==> src/rtl/px_pkg.sv <==
// Shared constants and FSM state type for the pixel oscillator scan sequencer.
package px_pkg;

    localparam int NUM_PX = 19;
    localparam int ADDR_W = 5;
    localparam logic [ADDR_W-1:0] OSC_ALL_STOP = 5'h1F;

    typedef enum logic [1:0] {
        S_IDLE,
        S_SETTLE,
        S_MEASURE,
        S_WAIT_ACK
    } state_t;

endpackage

==> src/rtl/px_freq_counter.sv <==
// Selects one raw pixel oscillator, synchronizes it into clk and counts its
// rising edges into a saturating counter.
module px_freq_counter #(
    parameter int NUM_PX = 19,
    parameter int ADDR_W = 5,
    parameter int CNT_W  = 16
) (
    input  logic              clk,
    input  logic              rst,
    input  logic [NUM_PX-1:0] clk_px,
    input  logic [ADDR_W-1:0] sel,
    input  logic              clr,
    input  logic              en,
    output logic [CNT_W-1:0]  count
);

    logic       px_sel;
    logic [2:0] sync_q;  // [0],[1]: synchronizer, [2]: previous value for edge detect
    logic       rise;

    assign px_sel = clk_px[sel];
    assign rise   = sync_q[1] & ~sync_q[2];

    always_ff @(posedge clk) begin
        if (rst) begin
            sync_q <= '0;
            count  <= '0;
        end else begin
            sync_q <= {sync_q[1:0], px_sel};
            if (clr) begin
                count <= '0;
            end else if (en && rise && (count != '1)) begin
                count <= count + CNT_W'(1);
            end
        end
    end

endmodule

==> src/rtl/px_scan_sequencer.sv <==
// Steps through the pixel oscillators one at a time, measures each over a gate
// window and hands every result to the I2C side with a drdy/rd_ack handshake.
module px_scan_sequencer
    import px_pkg::*;
#(
    parameter int NUM_PX     = px_pkg::NUM_PX,
    parameter int ADDR_W     = px_pkg::ADDR_W,
    parameter int CNT_W      = 16,
    parameter int GATE_W     = 16,
    parameter int SETTLE_CYC = 8
) (
    input  logic              clk,
    input  logic              rst,
    input  logic              start,
    input  logic              abort,
    input  logic              cont_en,
    input  logic              single_en,
    input  logic [ADDR_W-1:0] single_addr,
    input  logic [GATE_W-1:0] gate_len,
    input  logic [NUM_PX-1:0] clk_px,
    input  logic              rd_ack,
    output logic [ADDR_W-1:0] stop_osc,
    output logic [ADDR_W-1:0] px_addr,
    output logic [CNT_W-1:0]  px_count,
    output logic              drdy,
    output logic              busy,
    output logic              scan_done
);

    state_t            state_q, state_d;
    logic [ADDR_W-1:0] cur_q;
    logic [ADDR_W-1:0] start_cur;
    logic [GATE_W-1:0] gate_q;
    logic [GATE_W-1:0] tmr_q;
    logic              cont_q, single_q;
    logic [CNT_W-1:0]  cnt;
    logic              settle_done, gate_done, last_px, scan_end, meas_clr;

    assign start_cur   = (single_en && (int'(single_addr) < NUM_PX)) ? single_addr : '0;
    assign settle_done = (tmr_q == GATE_W'(SETTLE_CYC - 1));
    assign gate_done   = (tmr_q == (gate_q - GATE_W'(1)));
    assign last_px     = (cur_q == ADDR_W'(NUM_PX - 1));
    assign scan_end    = single_q || (last_px && !cont_q);
    assign meas_clr    = (state_q == S_SETTLE) && (state_d == S_MEASURE);

    assign busy     = (state_q != S_IDLE);
    assign stop_osc = ((state_q == S_SETTLE) || (state_q == S_MEASURE)) ? cur_q
                                                                        : ADDR_W'(OSC_ALL_STOP);

    always_comb begin
        state_d = state_q;
        case (state_q)
            S_IDLE:     if (start) state_d = S_SETTLE;
            S_SETTLE:   if (settle_done) state_d = S_MEASURE;
            S_MEASURE:  if (gate_done) state_d = S_WAIT_ACK;
            S_WAIT_ACK: if (rd_ack) state_d = scan_end ? S_IDLE : S_SETTLE;
            default:    state_d = S_IDLE;
        endcase
        if (abort) state_d = S_IDLE;
    end

    // tmr_q restarts on every state change, so it serves as both settle and gate timer
    always_ff @(posedge clk) begin
        if (rst) begin
            state_q   <= S_IDLE;
            tmr_q     <= '0;
            cur_q     <= '0;
            gate_q    <= GATE_W'(1);
            cont_q    <= 1'b0;
            single_q  <= 1'b0;
            px_addr   <= '0;
            px_count  <= '0;
            drdy      <= 1'b0;
            scan_done <= 1'b0;
        end else begin
            state_q   <= state_d;
            scan_done <= 1'b0;
            tmr_q     <= (state_d != state_q) ? '0 : tmr_q + GATE_W'(1);
            case (state_q)
                S_IDLE: begin
                    if (start && !abort) begin
                        gate_q   <= (gate_len == '0) ? GATE_W'(1) : gate_len;
                        cont_q   <= cont_en;
                        single_q <= single_en;
                        cur_q    <= start_cur;
                    end
                end
                S_MEASURE: begin
                    if (state_d == S_WAIT_ACK) begin
                        px_count <= cnt;
                        px_addr  <= cur_q;
                        drdy     <= 1'b1;
                    end
                end
                S_WAIT_ACK: begin
                    if (rd_ack && !abort) begin
                        drdy <= 1'b0;
                        if (scan_end) scan_done <= 1'b1;
                        else          cur_q     <= last_px ? '0 : cur_q + ADDR_W'(1);
                    end
                end
                default: ;
            endcase
            if (abort) drdy <= 1'b0;
        end
    end

    px_freq_counter #(
        .NUM_PX (NUM_PX),
        .ADDR_W (ADDR_W),
        .CNT_W  (CNT_W)
    ) u_cnt (
        .clk    (clk),
        .rst    (rst),
        .clk_px (clk_px),
        .sel    (cur_q),
        .clr    (meas_clr),
        .en     (state_q == S_MEASURE),
        .count  (cnt)
    );

endmodule

==> config.mk <==
export PLATFORM = sky130hd
export DESIGN_NAME = px_scan_sequencer
export DESIGN_NICKNAME = d
export VERILOG_FILES = /design/src/rtl/px_pkg.sv /design/src/rtl/px_freq_counter.sv /design/src/rtl/px_scan_sequencer.sv
export SDC_FILE = /design/constraint.sdc
export NUM_CORES = 1
export LEC_CHECK = 0
export ABC_AREA = 1
export BUFFER_PORTS_ARGS = -buffer_cell sky130_fd_sc_hd__buf_2
export CAP_MARGIN = 20
export CORE_MARGIN = 2
export CORE_UTILIZATION = 30
export CTS_CLUSTER_SIZE = 16
export DETAILED_ROUTE_END_ITERATION = 8
export PLACE_DENSITY = 0.55
export SLEW_MARGIN = 20
export SYNTH_ARGS = -nofsm -noshare
export SYNTH_HDL_FRONTEND = slang
export SYNTH_HIERARCHICAL = 1
export SYNTH_SLANG_ARGS = --single-unit
==> constraint.sdc <==
create_clock -name clk -period 2.85 [get_ports clk]
set_clock_uncertainty 0.1 [all_clocks]
set_input_delay 0.57 -clock clk [delete_from_list [all_inputs] [get_ports clk]]
set_output_delay 0.57 -clock clk [all_outputs]
set_load 0.03 [all_outputs]
======== After elaboration in Yosys (flattened, before gate mapping) ========
Cells that the tools add are included.
Widths: inputs -> output; s select.
storage, ports and cells
  output and inout port bits .............. 29
  register bits after elaboration ......... 83
  word-level logic and storage cells ...... 81
  input bits .............................. 47
cells by class
  eq/ne operators ......................... 14
  mux-type cells .......................... 21
  add/sub/neg operators ................... 4
  bitwise logic cells ..................... 4
  reduce and logical (&&, ||, !) cells .... 24
  $lt $le $gt $ge ......................... 2
operators by type and width
  operator               count
  $add 16x1->16 const B  2
  $mux 5                 6
  $eq 16x16->1           1
  $eq 16x3->1 const B    1
  $logic_not 16->1       1
  $mux 16                1
  $ne 16x16->1 const B   1
  $sub 16x1->16 const B  1
  $mux 2                 5
  $pmux 5 s2             1
  $eq 2x2->1 const B     4
  $ne 2x2->1 const B     4
  $pmux 2 s4             1
  $logic_and 1x1->1      7
  $lt 5x6->1 const B     1
  $reduce_bool 2->1      3
  $reduce_or 2->1        3
  $add 5x1->5 const B    1
  $bmux 1 s5             1
  $eq 5x5->1 const B     1
  $lt 5x5->1 const B     1
  $mux 1                 5
  $reduce_and 2->1       2
  $reduce_and 4->1       1
  other kinds (10)       14

======== Longest topological paths before layout ========
  depth in word-level cells ............... 10
  mapped depth ............................ 22
  gate-level depth less buffers ........... 21

======== Hierarchy ========
Netlist, hierarchy kept.
by module, submodules not included
  module             cells each  area each (sq um)  instances  sequential area each (sq um)
  px_scan_sequencer  513         3,505.9            1          1,281.2
  px_freq_counter    192         1,252.5            1          380.4

======== Least setup slack after synthesis ========
OpenSTA, ideal clock, no wires.
  path kind ............................... register -> register
  from .................................... register gate_q[0]
  to ...................................... register u_cnt.count[4]
  setup time .............................. 0.073 ns
  stages on the path, launching flop included .. 23
  path slack .............................. 0.380 ns
  arrival ................................. 2.297 ns
  period minus slack after synthesis ...... 2.470 ns
  buffers on the path ..................... 1
  required time ........................... 2.677 ns
  path through ............................ dfxtp_1 -> inv_1 -> ha_1 -> nand2_1 -> inv_1 -> nor2_1 -> nand2_1 -> nor2_1 -> nand2_1 -> nor2_1 -> nand2_1 -> nor2_1 -> nand3_1 -> nand2_1 -> nand2_1 -> a21oi_2 -> nand2_2 -> nand3b_1 -> inv_1 -> nor2_1 -> inv_1 -> clkbuf_1 -> a21oi_1
between the ends
  longest elaborated chain between the ends .. 8
RTL lines
  item                       line                     text
  from (decl)                px_scan_sequencer.sv:33  logic [GATE_W-1:0] gate_q;
  from (signal assigned)     px_scan_sequencer.sv:82  gate_q <= (gate_len == '0) ? GATE_W'(1) : gate_len;
  $sub 16x1->16              px_scan_sequencer.sv:41  assign gate_done = (tmr_q == (gate_q - GATE_W'(1)));
  $eq 16x16->1               px_scan_sequencer.sv:41
  $mux 2                     px_scan_sequencer.sv:55  S_MEASURE: if (gate_done) state_d = S_WAIT_ACK;
  $pmux 2 s4                 px_scan_sequencer.sv:52  case (state_q)
  $mux 2                     px_scan_sequencer.sv:59  if (abort) state_d = S_IDLE;
  $eq 2x2->1                 px_scan_sequencer.sv:44  assign meas_clr = (state_q == S_SETTLE) && (state_d == S_MEASURE);
  $logic_and 1x1->1          px_scan_sequencer.sv:44
  named net meas_clr         px_scan_sequencer.sv:37  logic settle_done, gate_done, last_px, scan_end, meas_clr;
  $reduce_or 2->1 (no line)  --
  to (signal assigned)       px_freq_counter.sv:33    count <= count + CNT_W'(1);
  to (decl)                  px_freq_counter.sv:14    output logic [CNT_W-1:0] count
The timed path passes the listed nets, and every way through them passes these cells.
A chain may end at the register's enable or synchronous reset.

======== Final worst setup path ========
  from .................................... register gate_q[0]
  to ...................................... register u_cnt.count[5]
Same word-level chain as after synthesis.

==> out/qor.csv <==
stage,metric,value,unit
run_status,status,"complete, no violations",
pwr,clock power share,43.2,%
yosys,Post-synth ARST share,0,%
timing,min Tclk post-route,2.519,ns
detailed_routing,Pre-Repair DR Iteration Count,4,
cells_and_area,layout cell share with drive strength beyond 1,19.14,%
pwr,overall power,0.002886,W
setup_path,largest stage delay on the critical path,0.32,ns
cts,clk buf depth,2,
detailed_routing,final WL,12180,µm
detailed_routing,WL/cell,12.06,µm
detailed_routing,Routed Antenna Nets,0,
setup_path,Setup CP Type,flip-flop to flip-flop,
die,die height,129.9,µm
timing,Slew HR,53.19,%
setup_path,worst path cell trace,inv_2 -> ha_4 -> nand2_2 -> nor2_4 -> nand2_1 -> nor2_1 -> nand2_1 -> nand2_1 -> nand3_1 -> nor2_1 -> nand3_1 -> nand2_1 -> nand2_1 -> a21oi_2 -> nand2_2 -> nand3b_1 -> inv_1 -> nor2_2 -> inv_2 -> buf_4 -> a21oi_1,
yosys,top_reg_cell synth,dfxtp_1,
placed_design,gp weighted congestion,0.8771,
yosys,Post-synth top cells,"nand2_1, nor2_1, inv_1, dfxtp_1, nand3_1",
pwr,Worst VDD drop,0.0002730,V
cts,CTS H-tree lvls,3,
yosys,cell count after synthesis,705,
setup_path,Most common cell on crit path,nand2_1,
detailed_routing,1st-iter DRT viols,175,
setup_path,Top delay family on crit path,simple AND/OR/NAND/NOR gates,
cts,CTS tree,built,
pwr,Cell Pwr Density,499.9,nW/µm²
setup_path,WP data arrival,2.70,ns
yosys,synth top area cells,"dfxtp_1, nand2_1, nor2_1",
yosys,syn_nets,761,
pwr,Net Sw Power,0.0007709,W
die,Initial Util,30.28,%
timing,final worst setup slack,0.3306,ns
pwr,Comb pwr share,14.1,%
cts,"Hold-fix buffers, CTS",0,
timing,Final setup viols,0,
timing,Least-Margin Pin Slew,0.6958,ns
placed_design,dpl cells,991,
placed_design,dpl ws,0.1906,ns
min_path,hold crit path type,flip-flop to flip-flop,
yosys,post-synth top area cell,dfxtp_1,
cells_and_area,Inserted Diodes,0,
detailed_routing,Vias,4530,
placed_design,DP HPWL,9298,µm
cells_and_area,nets,845,
setup_path,"Data required, critical path",3.03,ns
global_routing,total gr overflow,0,
yosys,"EDFF count, synth",0,
setup_path,Worst setup SP type,flip-flop,
timing,period utilisation layout,88.40,%
pwr,Pint,0.002116,W
placed_design,I/O Buffers,75,
cells_and_area,Area Overhead vs Synth,21.35,%
setup_path,slowest CP cell,dfxtp_1,
cells_and_area,filler instances,1749,
yosys,area share of the largest cell type after synthesis,34.92,%
yosys,#FFs+latches synth,83,
setup_path,Worst setup EP type,flip-flop,
cells_and_area,register area,1663,µm²
yosys,Netlist cell types,41,
cts,clock sinks,83,
die,chip width,129.9,µm
cts,root buf cell,clkbuf_16,
yosys,Synth Warn #,6,
yosys,synthesized area per cell,6.749,µm²
global_routing,Total GRT Usage,15.20,%
yosys,sequential area share after synthesis,34.92,%
setup_path,"Buf+Inv Stages, Crit Path",4,
global_routing,vias in the first global route,4340,
global_routing,initial antenna violation count,0,
cells_and_area,Post-Layout Cell Count,1010,
pwr,sw frac,26.71,%
detailed_routing,Via density,4.485,
setup_path,crit path max fanout,8,
die,Row Count,46,
die,total die area,16880,µm²
global_routing,first-pass GRT wire length,20440,µm
yosys,synthesized area,4758,µm²
cts,Worst-path clk slew,0.07,ns
detailed_routing,Post-route DRC,0,
cts,worst-skew pair later-pin latency,0.35,ns
cells_and_area,area of the multi-input gates,2661,µm²
timing,Max Freq,396.9,MHz
run,Max Cap Viol,0,
die,io pins,76,
cts,clock buffer count from CTS,9,
pwr,Leakage,2.436,nW
die,core footprint,15710,µm²
global_routing,largest net degree at the start of global routing,26,
yosys,most numerous cell in the Yosys netlist,nand2_1,
timing,fin. max-slew vios,0,
timing,"Hold Vio Cnt, Final",0,
pwr,part of the power in registers,42.7,%
logic make-up after synthesis:
logic type	synth area share, %
simple gates	33.71
fa+ha+maj	2.367
flops	34.92
buf+inv	9.650
xor+xnor	6.442
compound gates	12.91
repair_timing:
| action | 4_1_cts | 5_1_grt |
|---|---|---|
| resized for setup | 0 | 9 |
| buffers inserted | 0 | 3 |
| hold endpoints to repair | 0 | 0 |
| setup endpoints to repair | 0 | 44 |
power by group through the flow:
stage	clock network [W]	registers [W]	logic, W
2_1_floorplan	0	0.00125	0.000275
3_3_place_gp	0	0.00126	0.000392
3_5_place_dp	0	0.00126	0.000393
4_1_cts	0.00129	0.00123	0.000394
5_1_grt	0.00134	0.00124	0.000464
6_report	0.00125	0.00123	0.000406
layer usage:
layer / track usage [%] / share of wire (%) / vias up
li1: - / - / 2421
met1: 19.10 / 47 / 2043
met2: 25.35 / 47 / 48
met3: 3.198 / 3.0 / 18
met4: 6.325 / 2.5 / 0
met5: 0 / 0 / -
worst reg2reg max path: cells and delay by family (launching register included):
| family | cells | cell delay (ns) |
|---|---|---|
| AO/OA/AOI/OAI | 2 | 0.28 |
| adder cells (fa/ha/maj) | 1 | 0.15 |
| buffers and inverters | 4 | 0.36 |
| flip-flops | 1 | 0.32 |
| AND/OR/NAND/NOR | 14 | 1.24 |
sequential cells by signal, summed over array words and instances, names as in the netlist:
signal and cells:
gate_q 16, px_count 16, tmr_q 16, u_cnt/count 16, cur_q 5, px_addr 5
u_cnt/sync_q 3, state_q 2, cont_q 1, drdy 1, scan_done 1, single_q 1
path summary, 6_finish.rpt:
check,slack [ns],endpoint,start,cells after the start
min,0.31,u_cnt/sync_q[1],u_cnt/sync_q[0],2
max,0.33,u_cnt/count[5],gate_q[0],21
max reg2reg,0.33,u_cnt/count[5],gate_q[0],21
min reg2reg,0.31,u_cnt/sync_q[1],u_cnt/sync_q[0],2
cells in the final DEF (no fill, tap or decap), drive strengths merged, types with 9 or more instances in the layout:
| cell type | netlist | layout |
|---|---|---|
| nand2 | 164 | 164 |
| nor2 | 113 | 113 |
| inv | 95 | 95 |
| buf | 6 | 89 |
| dfxtp | 83 | 83 |
| nand3 | 48 | 48 |
| a21oi | 45 | 45 |
| o21ai | 40 | 40 |
| xor2 | 27 | 27 |
| a211oi | 13 | 13 |
| clkbuf | 10 | 11 |
| nor3 | 10 | 10 |
| nand4 | 10 | 10 |
| ha | 9 | 9 |
final cells by class:
cell class | instances | share of cell area [%]
timing repair buffer | 89 | 8.754
sequential | 83 | 28.80
clock inverter | 5 | 1.343
multi-input combinational | 509 | 46.09
tap | 216 | 4.680
clock buffer | 11 | 4.030
inverter | 97 | 6.306
metrics by stage:
| step | TNS (ns) | hold WS [ns] | instance area [µm²] | util [%] |
|---|---|---|---|---|
| after floorplan | 0 | 0.2883 | 4758 | - |
| after global placement | 0 | 0.2992 | 5404 | 34.39 |
| after detailed placement | 0 | 0.2989 | 5404 | 34.39 |
| after CTS | 0 | 0.3090 | 5714 | 36.37 |
| after global routing | -0.01796 | 0.3366 | 5774 | 36.75 |
| final | 0 | 0.3071 | 5774 | 36.75 |
No activity file was read; power rests on OpenSTA's default activity.
